[config.mk]
export PLATFORM = sky130hd
export DESIGN_NAME = seq_for_accum_flat
export DESIGN_NICKNAME = d
export VERILOG_FILES = /design/src/rtl/seq_for_pkg.sv /design/src/rtl/seq_for_accum_if.sv /design/src/rtl/seq_for_step.sv /design/src/rtl/seq_for_accum.sv /design/src/flat_wrapper.sv
export SDC_FILE = /design/constraint.sdc
export NUM_CORES = 1
export LEC_CHECK = 0
export BUFFER_PORTS_ARGS = -buffer_cell sky130_fd_sc_hd__buf_2
export CORE_AREA = 2 2 70 72
export CTS_CLUSTER_SIZE = 12
export DETAILED_ROUTE_END_ITERATION = 12
export DIE_AREA = 0 0 72 74
export PLACE_DENSITY = 0.77
export SLEW_MARGIN = 20
export SYNTH_ARGS = -nofsm -noshare
export SYNTH_HDL_FRONTEND = slang
export SYNTH_HIERARCHICAL = 1
export SYNTH_SLANG_ARGS = --single-unit
export TNS_END_PERCENT = 100
[constraint.sdc]
create_clock -name clk -period 4 [get_ports clk]
set_input_delay 0.2 -clock clk [delete_from_list [all_inputs] [get_ports clk]]
set_output_delay 0.2 -clock clk [all_outputs]
set_load 0.1 [all_outputs]
[src/rtl/seq_for_pkg.sv]
// Shared definitions for the sequential generate-for accumulator.
// Provides the FSM state encoding, the default parameter values and the
// step-counter width helper used by seq_for_accum.
package seq_for_pkg;

  typedef enum logic [1:0] {
    IDLE,
    RUN,
    HOLD
  } state_t;

  localparam int unsigned DEF_NBITS  = 8;
  localparam int unsigned DEF_COUNT  = 4;
  localparam int          DEF_INIT   = 1;
  localparam int          DEF_OFFSET = 17;

  // Width of a counter covering steps 0 .. 2*count-1, never narrower than 1.
  function automatic int unsigned step_width(input int unsigned count);
    int unsigned w;
    w = $clog2(2 * count);
    return (w < 1) ? 1 : w;
  endfunction

endpackage

[src/rtl/seq_for_accum_if.sv]
// Operand/result handshake bundle for seq_for_accum.
//   a, b    : operands (NBITS, unsigned), sampled on accept
//   mode    : 0 = alternate A+B / A-B, 1 = A+B every step
//   start   : input valid          ready  : input ready (IDLE only)
//   xout    : result (NBITS)       xvalid : result valid (HOLD only)
//   xready  : result consumer ready
// master = producer/consumer side, slave = accumulator side.
interface seq_for_accum_if
  import seq_for_pkg::*;
#(
  parameter int unsigned NBITS = DEF_NBITS
) ();

  logic [NBITS-1:0] a;
  logic [NBITS-1:0] b;
  logic             mode;
  logic             start;
  logic             ready;
  logic [NBITS-1:0] xout;
  logic             xvalid;
  logic             xready;

  modport master (
    output a, b, mode, start, xready,
    input  ready, xout, xvalid
  );

  modport slave (
    input  a, b, mode, start, xready,
    output ready, xout, xvalid
  );

endinterface

[src/rtl/seq_for_step.sv]
// One accumulation step: acc_next = acc + term, where term is a+b when
// mode is set or the step index is even, and a-b otherwise.
//   acc, a, b : NBITS inputs     mode, step_lsb : step selection
//   acc_next  : NBITS output, modulo 2^NBITS
module seq_for_step
  import seq_for_pkg::*;
#(
  parameter int unsigned NBITS = DEF_NBITS
) (
  input  logic [NBITS-1:0] acc,
  input  logic [NBITS-1:0] a,
  input  logic [NBITS-1:0] b,
  input  logic             mode,
  input  logic             step_lsb,
  output logic [NBITS-1:0] acc_next
);

  logic [NBITS-1:0] term;

  always_comb begin
    term     = (mode || !step_lsb) ? (a + b) : (a - b);
    acc_next = acc + term;
  end

endmodule

[src/rtl/seq_for_accum.sv]
// Sequential generate-for accumulator. Accepts (A, B, MODE) in IDLE, runs
// 2*COUNT accumulation steps from INIT, then holds XOUT = acc - OFFSET with
// XVALID until the consumer takes it.
//   clk, rst : clock and synchronous active-high reset
//   bus      : seq_for_accum_if.slave handshake bundle
module seq_for_accum
  import seq_for_pkg::*;
#(
  parameter int unsigned NBITS  = DEF_NBITS,
  parameter int unsigned COUNT  = DEF_COUNT,
  parameter int          INIT   = DEF_INIT,
  parameter int          OFFSET = DEF_OFFSET
) (
  input logic           clk,
  input logic           rst,
  seq_for_accum_if.slave bus
);

  localparam int unsigned SW = step_width(COUNT);
  localparam logic [NBITS-1:0] INIT_V   = NBITS'(INIT);
  localparam logic [NBITS-1:0] OFFSET_V = NBITS'(OFFSET);
  localparam logic [SW-1:0]    LAST     = SW'(2 * COUNT - 1);

  state_t           state;
  logic [NBITS-1:0] a_q;
  logic [NBITS-1:0] b_q;
  logic             mode_q;
  logic [NBITS-1:0] acc;
  logic [NBITS-1:0] acc_next;
  logic [NBITS-1:0] xout_q;
  logic [SW-1:0]    step;

  seq_for_step #(
    .NBITS(NBITS)
  ) u_step (
    .acc      (acc),
    .a        (a_q),
    .b        (b_q),
    .mode     (mode_q),
    .step_lsb (step[0]),
    .acc_next (acc_next)
  );

  always_ff @(posedge clk) begin
    if (rst) begin
      state  <= IDLE;
      a_q    <= '0;
      b_q    <= '0;
      mode_q <= 1'b0;
      acc    <= '0;
      step   <= '0;
      xout_q <= '0;
    end else begin
      case (state)
        IDLE: begin
          if (bus.start) begin
            a_q    <= bus.a;
            b_q    <= bus.b;
            mode_q <= bus.mode;
            acc    <= INIT_V;
            step   <= '0;
            state  <= RUN;
          end
        end
        RUN: begin
          acc  <= acc_next;
          step <= step + SW'(1);
          // Final step: the result is taken from the step output directly,
          // so acc never needs an extra cycle to settle.
          if (step == LAST) begin
            xout_q <= acc_next - OFFSET_V;
            state  <= HOLD;
          end
        end
        HOLD: begin
          if (bus.xready) state <= IDLE;
        end
        default: state <= IDLE;
      endcase
    end
  end

  assign bus.ready  = (state == IDLE);
  assign bus.xvalid = (state == HOLD);
  assign bus.xout   = xout_q;

endmodule

[src/flat_wrapper.sv]
// flat-port wrapper written by rule: the top's interface ports become plain ports
module seq_for_accum_flat import seq_for_pkg::*;
#(
  parameter int unsigned NBITS  = DEF_NBITS,
  parameter int unsigned COUNT  = DEF_COUNT,
  parameter int          INIT   = DEF_INIT,
  parameter int          OFFSET = DEF_OFFSET
)
  (clk, rst, bus_a, bus_b, bus_mode, bus_start, bus_xready, bus_ready, bus_xout, bus_xvalid);
  seq_for_accum_if #(.NBITS(NBITS)) bus_i ();
  input logic clk;
  input logic rst;
  input wire logic [$bits(bus_i.a)-1:0] bus_a;
  input wire logic [$bits(bus_i.b)-1:0] bus_b;
  input wire logic [$bits(bus_i.mode)-1:0] bus_mode;
  input wire logic [$bits(bus_i.start)-1:0] bus_start;
  input wire logic [$bits(bus_i.xready)-1:0] bus_xready;
  output wire logic [$bits(bus_i.ready)-1:0] bus_ready;
  output wire logic [$bits(bus_i.xout)-1:0] bus_xout;
  output wire logic [$bits(bus_i.xvalid)-1:0] bus_xvalid;
  assign bus_i.a = bus_a;
  assign bus_i.b = bus_b;
  assign bus_i.mode = bus_mode;
  assign bus_i.start = bus_start;
  assign bus_i.xready = bus_xready;
  assign bus_ready = bus_i.ready;
  assign bus_xout = bus_i.xout;
  assign bus_xvalid = bus_i.xvalid;
  seq_for_accum #(.NBITS(NBITS), .COUNT(COUNT), .INIT(INIT), .OFFSET(OFFSET)) u_core (.clk(clk), .rst(rst), .bus(bus_i));
endmodule
# Yosys cells after proc, flatten, opt, wreduce, memory -nomap -nowiden

Cells that the tools add are included.

Latch bits: 0
Register bits: 38
Output and inout port bits: 10
Word-level logic and storage cells: 35
Memories kept: 0
Input bits: 21
ROM bits: 0
Memory bits (writable): 0

Bitwise operators: 0
Divide/modulo/power cells: 0
Equal/unequal tests: 6
Reductions and logical operators: 8
Shift operators: 0
Mux-type cells: 9
Multiply operators: 0
$lt $le $gt $ge: 0
Add/subtract/negate cells: 5

Operator list:

| cell                                                                | count |
|---|---|
| 8-bit adder                                                         | 2 |
| 8-bit 2-to-1 mux                                                    | 2 |
| 8-bit one-hot mux with 2 select lines                               | 1 |
| 8-bit by 5-bit subtractor with 8-bit output (second input constant) | 1 |
| 8-bit subtractor                                                    | 1 |
| 2-bit 2-to-1 mux                                                    | 3 |
| 2-bit one-hot mux with 3 select lines                               | 1 |
| 3-bit one-hot mux with 2 select lines                               | 1 |
| 2-bit AND reduction                                                 | 3 |
| 2-bit != test (second input constant)                               | 2 |
| 3-bit by 1-bit adder with 3-bit output (second input constant)      | 1 |
| 3-bit == test (second input constant)                               | 1 |
| 3-bit 2-to-1 mux                                                    | 1 |
| 3-bit AND reduction                                                 | 1 |
| 2-bit by 1-bit == test with 1-bit output (second input constant)    | 1 |
| 2-bit == test (second input constant)                               | 1 |
| 2-bit zero test                                                     | 1 |
| 2-bit by 1-bit != test with 1-bit output (second input constant)    | 1 |
| 2-bit nonzero test                                                  | 1 |
| 1-bit zero test                                                     | 1 |
| 1-bit logical OR                                                    | 1 |

# Depth between registers and ports, before layout

Depth in word-level cells: 5
Depth in mapped cells: 16
Gate-level depth less buffers: 16

# Modules after synthesis

Netlist, hierarchy kept.

By module, submodules not included:

| module        | seq. area each (µm²) | instances | area an instance (µm²) | cells an instance |
|---|---|---|---|---|
| seq_for_accum | 760.7                | 1         | 1521.5                 | 178 |
| seq_for_step  | 0.0                  | 1         | 752.0                  | 93 |

# Least setup slack after synthesis

No wires, ideal clock.

Path type: register -> register
Start point: register u_core.b_q[0]
End point: register u_core.xout_q[7] (netlist: u_core/bus.xout[7])
Path buffers: 0
Data required time: 3.909 ns
Stages on the path, launching flop included: 16
Library setup time: 0.091 ns
Arrival time: 3.678 ns
Setup slack: 0.231 ns
Period minus slack after synthesis: 3.769 ns
Cell sequence: dfxtp_1 -> inv_1 -> ha_1 -> mux2_2 -> fa_1 -> a21o_1 -> a21o_1 -> a2111o_1 -> o311ai_0 -> ha_1 -> inv_1 -> nor3_1 -> a21oi_1 -> o311ai_1 -> or4_1 -> a311oi_1

Cells in the longest elaborated chain, start to end: 4
Elaborated cells on any way between the ends: 5
Classes of those cells: add/sub: 4; mux: 1

Ends and longest elaborated chain:

| element                                                | line                | RTL |
|---|---|---|
| from (decl)                                            | seq_for_accum.sv:26 | `logic [NBITS-1:0] b_q;` |
| from (signal assigned)                                 | seq_for_accum.sv:58 | `b_q <= bus.b;` |
| 8-bit subtractor / 8-bit adder (equally long branches) | seq_for_step.sv:21  | `term = (mode \|\| !step_lsb) ? (a + b) : (a - b);` |
| 8-bit 2-to-1 mux *                                     | seq_for_step.sv:21  |  |
| 8-bit adder *                                          | seq_for_step.sv:22  | `acc_next = acc + term;` |
| via u_core.acc_next[6]                                 | seq_for_accum.sv:29 | `logic [NBITS-1:0] acc_next;` |
| 8-bit by 5-bit subtractor with 8-bit output *          | seq_for_accum.sv:71 | `xout_q <= acc_next - OFFSET_V;` |
| to (signal assigned)                                   | seq_for_accum.sv:71 |  |
| to (decl)                                              | seq_for_accum.sv:30 | `logic [NBITS-1:0] xout_q;` |

Mark *: on every way through the listed nets, which the timed path passes. The rest lies on a longest branch.
A chain may end at the register's enable or synchronous reset.

# Worst setup path in the final report

Same ends and word-level chain as after synthesis.

==> flow_summary.yaml <==
run_status:
  status: "complete, no violations"
timing:
  clock_skew_ns: 0.00319
  worst_pin_slew_ns: 0.822
  max_slew_margin: 0.451
  finalCritPeriodShare: 0.947
  fmax_ghz: 0.264
  final_max_slew_viol_count: 0
  setup_violations: 0
  worst_slack_ns: 0.213
  finalHoldViolations: 0
  fin_crit_ns: 3.79
synthesis:
  netlist_area_sq_mm: 0.00227
  async_flop_share: 0
  syn_inst: 271
  synth_most_common_cell: "nand2_1"
  ys_seq_area_frac: 0.335
  syn-mean-instance-area_sq_um: 8.39
  synth_common_cells: "44 x nand2_1, 38 x a21oi_1, 38 x dfxtp_1"
  post-synth-top-area-cell: "dfxtp_1"
  yosys-top-cells-area: "dfxtp_1 33%, ha_1 9.9%, a21oi_1 8.4%"
  synth_ff_type: "dfxtp_1"
  synthesis.nets: 312
  synth-edff-count: 0
  synth_seq_cells: 38
  synth_top_area_frac: 0.335
  ys_warn_count: 6
  ys_types: 46
placed_design:
  placed_area_sq_mm: 0.00246
  numPortBuffers: 30
  pre_cts_ws_ns: 0.0881
  hpwl_um: 3360
  place_congestion: 0.913
worst_setup_path:
  setup.worst_path.class: "reg -> reg"
  path_buf_inv: 2
  arrival_ns: 3.99
  r2r_end: "u_core/bus.xout[7]$_SDFFE_PP0P_"
  worstPathCellList: "inv_1 -> ha_1 -> mux2_2 -> fa_2 -> a21o_1 -> a21o_1 -> a2111o_1 -> o311ai_1 -> ha_1 -> inv_2 -> nor3_1 -> a21oi_1 -> o311ai_2 -> or4_1 -> a311oi_1"
  slowest_delay_ns: 0.51
  cp_max_fo: 4
  worstRegToRegCells: 15
  cp.depth: 15
  r2r_start: "u_core/b_q[0]$_SDFFE_PP0P_"
  startpoint: "u_core/b_q[0]$_SDFFE_PP0P_"
  cp-end-kind: "flop"
  rrSetupSlack_ns: 0.21
  startpoint_type: "flop"
  cp_slowest_cell: "or4_1"
  path_delay_family: "compound AO/OA/AOI/OAI gates"
  crit_required_ns: 4.20
  cp-endpoint: "u_core/bus.xout[7]$_SDFFE_PP0P_"
clock_tree:
  cts_tree: "done"
  clk_latency_ns: 0.29
  cts_buffer_depth: 2
  cts_hold_buf: 0
  cts-htree-levels: 2
  cts-buffers-inserted: 5
  clk_pin_slew_ns: 0.08
  clock-root-buffer: "clkbuf_8"
  clock-sinks: 38
global_routing:
  grt_pass1_vias: 1761
  grt_pass1_wl_um: 7980
  grtUsageTotal: 0.188
  grt_max_degree: 42
  antenna_found_initial: 0
  grt_overflow_total: 0
floorplanning:
  die_h_um: 74
  dieArea_sq_mm: 0.00533
  rows: 25
  num_io_pins: 31
  die-width_um: 72
  core_area_sq_mm: 0.00460
  initial_utilization: 0.494
min_path:
  hold_class: "in -> reg"
  hold_start: "bus_b[7]"
drt:
  vias: 2001
  route.met2.wl_um: 2300
  wl_met1_um: 2310
  via_per_inst: 5.61
  drcViolationCount: 0
  drtAntennaViolNets: 0
  firstDrtPassIters: 5
  drtIter0Drc: 97
  wl_per_cell_um: 13.5
  met3_length_um: 158
  top_layer_used: "met4"
  wl_um: 4830
flow_run:
  drv_cap: 0
final_layout:
  nets: 343
  insertedDiodeCount: 0
  syn_to_final_growth_pct: 16.1
  drive_gt1_frac: 0.198
  fillers: 400
  fin_area_sq_mm: 0.00264
pwr:
  power.density_mw_per_mm2: 447
  finalPower_mw: 1.18
  peakVddDrop_v: 0.000286
  power.leakage_nw: 1.16
[where the power goes]
part | internal (mW) | switching (mW) | leakage [nW]
logic | 0.159 | 0.201 | 0.773
clock network | 0.266 | 0.139 | 0.0714
registers | 0.399 | 0.0167 | 0.311
[layer usage]
layer,track usage,vias up
met5,0,-
met4,0.0692,0
met3,0.0339,5
met2,0.297,32
met1,0.260,938
li1,-,1026
[worst register-to-register path: cells and delay by family (launching register included)]
family,cells,cell delay (ns)
AO/OA/AOI/OAI,7,1.42
adder cells (fa/ha/maj),3,0.95
AND/OR/NAND/NOR,2,0.56
flip-flops,1,0.35
multiplexers,1,0.29
buffers and inverters,2,0.14
[placed cells by master, fill, tap and decap left out, drive strengths merged, types with 6 or more instances in the layout]
cell    count
a211oi      7
a21o        6
a21oi      38
buf        36
clkbuf      6
dfxtp      38
ha         18
inv        12
nand2      44
nand3      11
nor2       11
nor3        7
o21ai       6
xnor2      13
xor2        6
[flip-flops by register name (all words and copies together), names as in the netlist]
register         cells
u_core/state         2
u_core/mode_q        1
u_core/b_q           8
u_core/step          3
u_core/bus.xout      8
u_core/a_q           8
u_core/acc           8
[per-stage QoR]
stage	hold slack, ns	TNS, ns	std cells	util
3_5_place_dp	0.445	0	347	0.534
6_report	0.140	0	357	0.574
5_1_grt	0.143	-0.00434	357	0.574
4_1_cts	0.132	0	355	0.565
2_1_floorplan	0.336	0	271	-
3_3_place_gp	0.440	0	347	0.534
[final cells by class]
| cell class | count | area [sq um] | area share |
|---|---|---|---|
| repair buffers | 36 | 195 | 0.0740 |
| multi-input cells | 209 | 1430 | 0.540 |
| well taps | 54 | 67.6 | 0.0256 |
| clock inverters | 2 | 60.1 | 0.0228 |
| flip-flops and latches | 38 | 763 | 0.289 |
| inverters | 12 | 45.0 | 0.0171 |
| clock buffers | 6 | 82.6 | 0.0313 |
[cells by family after synthesis]
kind of cell	after synthesis	share of synthesized area
compound gates	77	0.218
xor+xnor	20	0.0831
fa+ha+maj	20	0.117
buf+inv	24	0.0479
flops	38	0.335
mux	1	0.00495
simple gates	91	0.195
[worst min-delay path by stage]
stage	endpoint	slack (ns)	cells past startpoint
6_report	u_core/b_q[7]$_SDFFE_PP0P_	0.14	3
5_1_grt	u_core/a_q[1]$_SDFFE_PP0P_	0.14	3
4_1_cts	u_core/b_q[7]$_SDFFE_PP0P_	0.13	3
3_5_place_dp	u_core/b_q[7]$_SDFFE_PP0P_	0.45	3
3_3_place_gp	u_core/mode_q$_SDFFE_PP0P_	0.44	2
2_1_floorplan	u_core/mode_q$_SDFFE_PP0P_	0.34	2
[repair_timing]
item	in CTS	in global routing
buffers inserted	0	2
gates resized for setup	0	7
setup endpoints to repair	0	2
No activity file was read; power rests on OpenSTA's default activity.
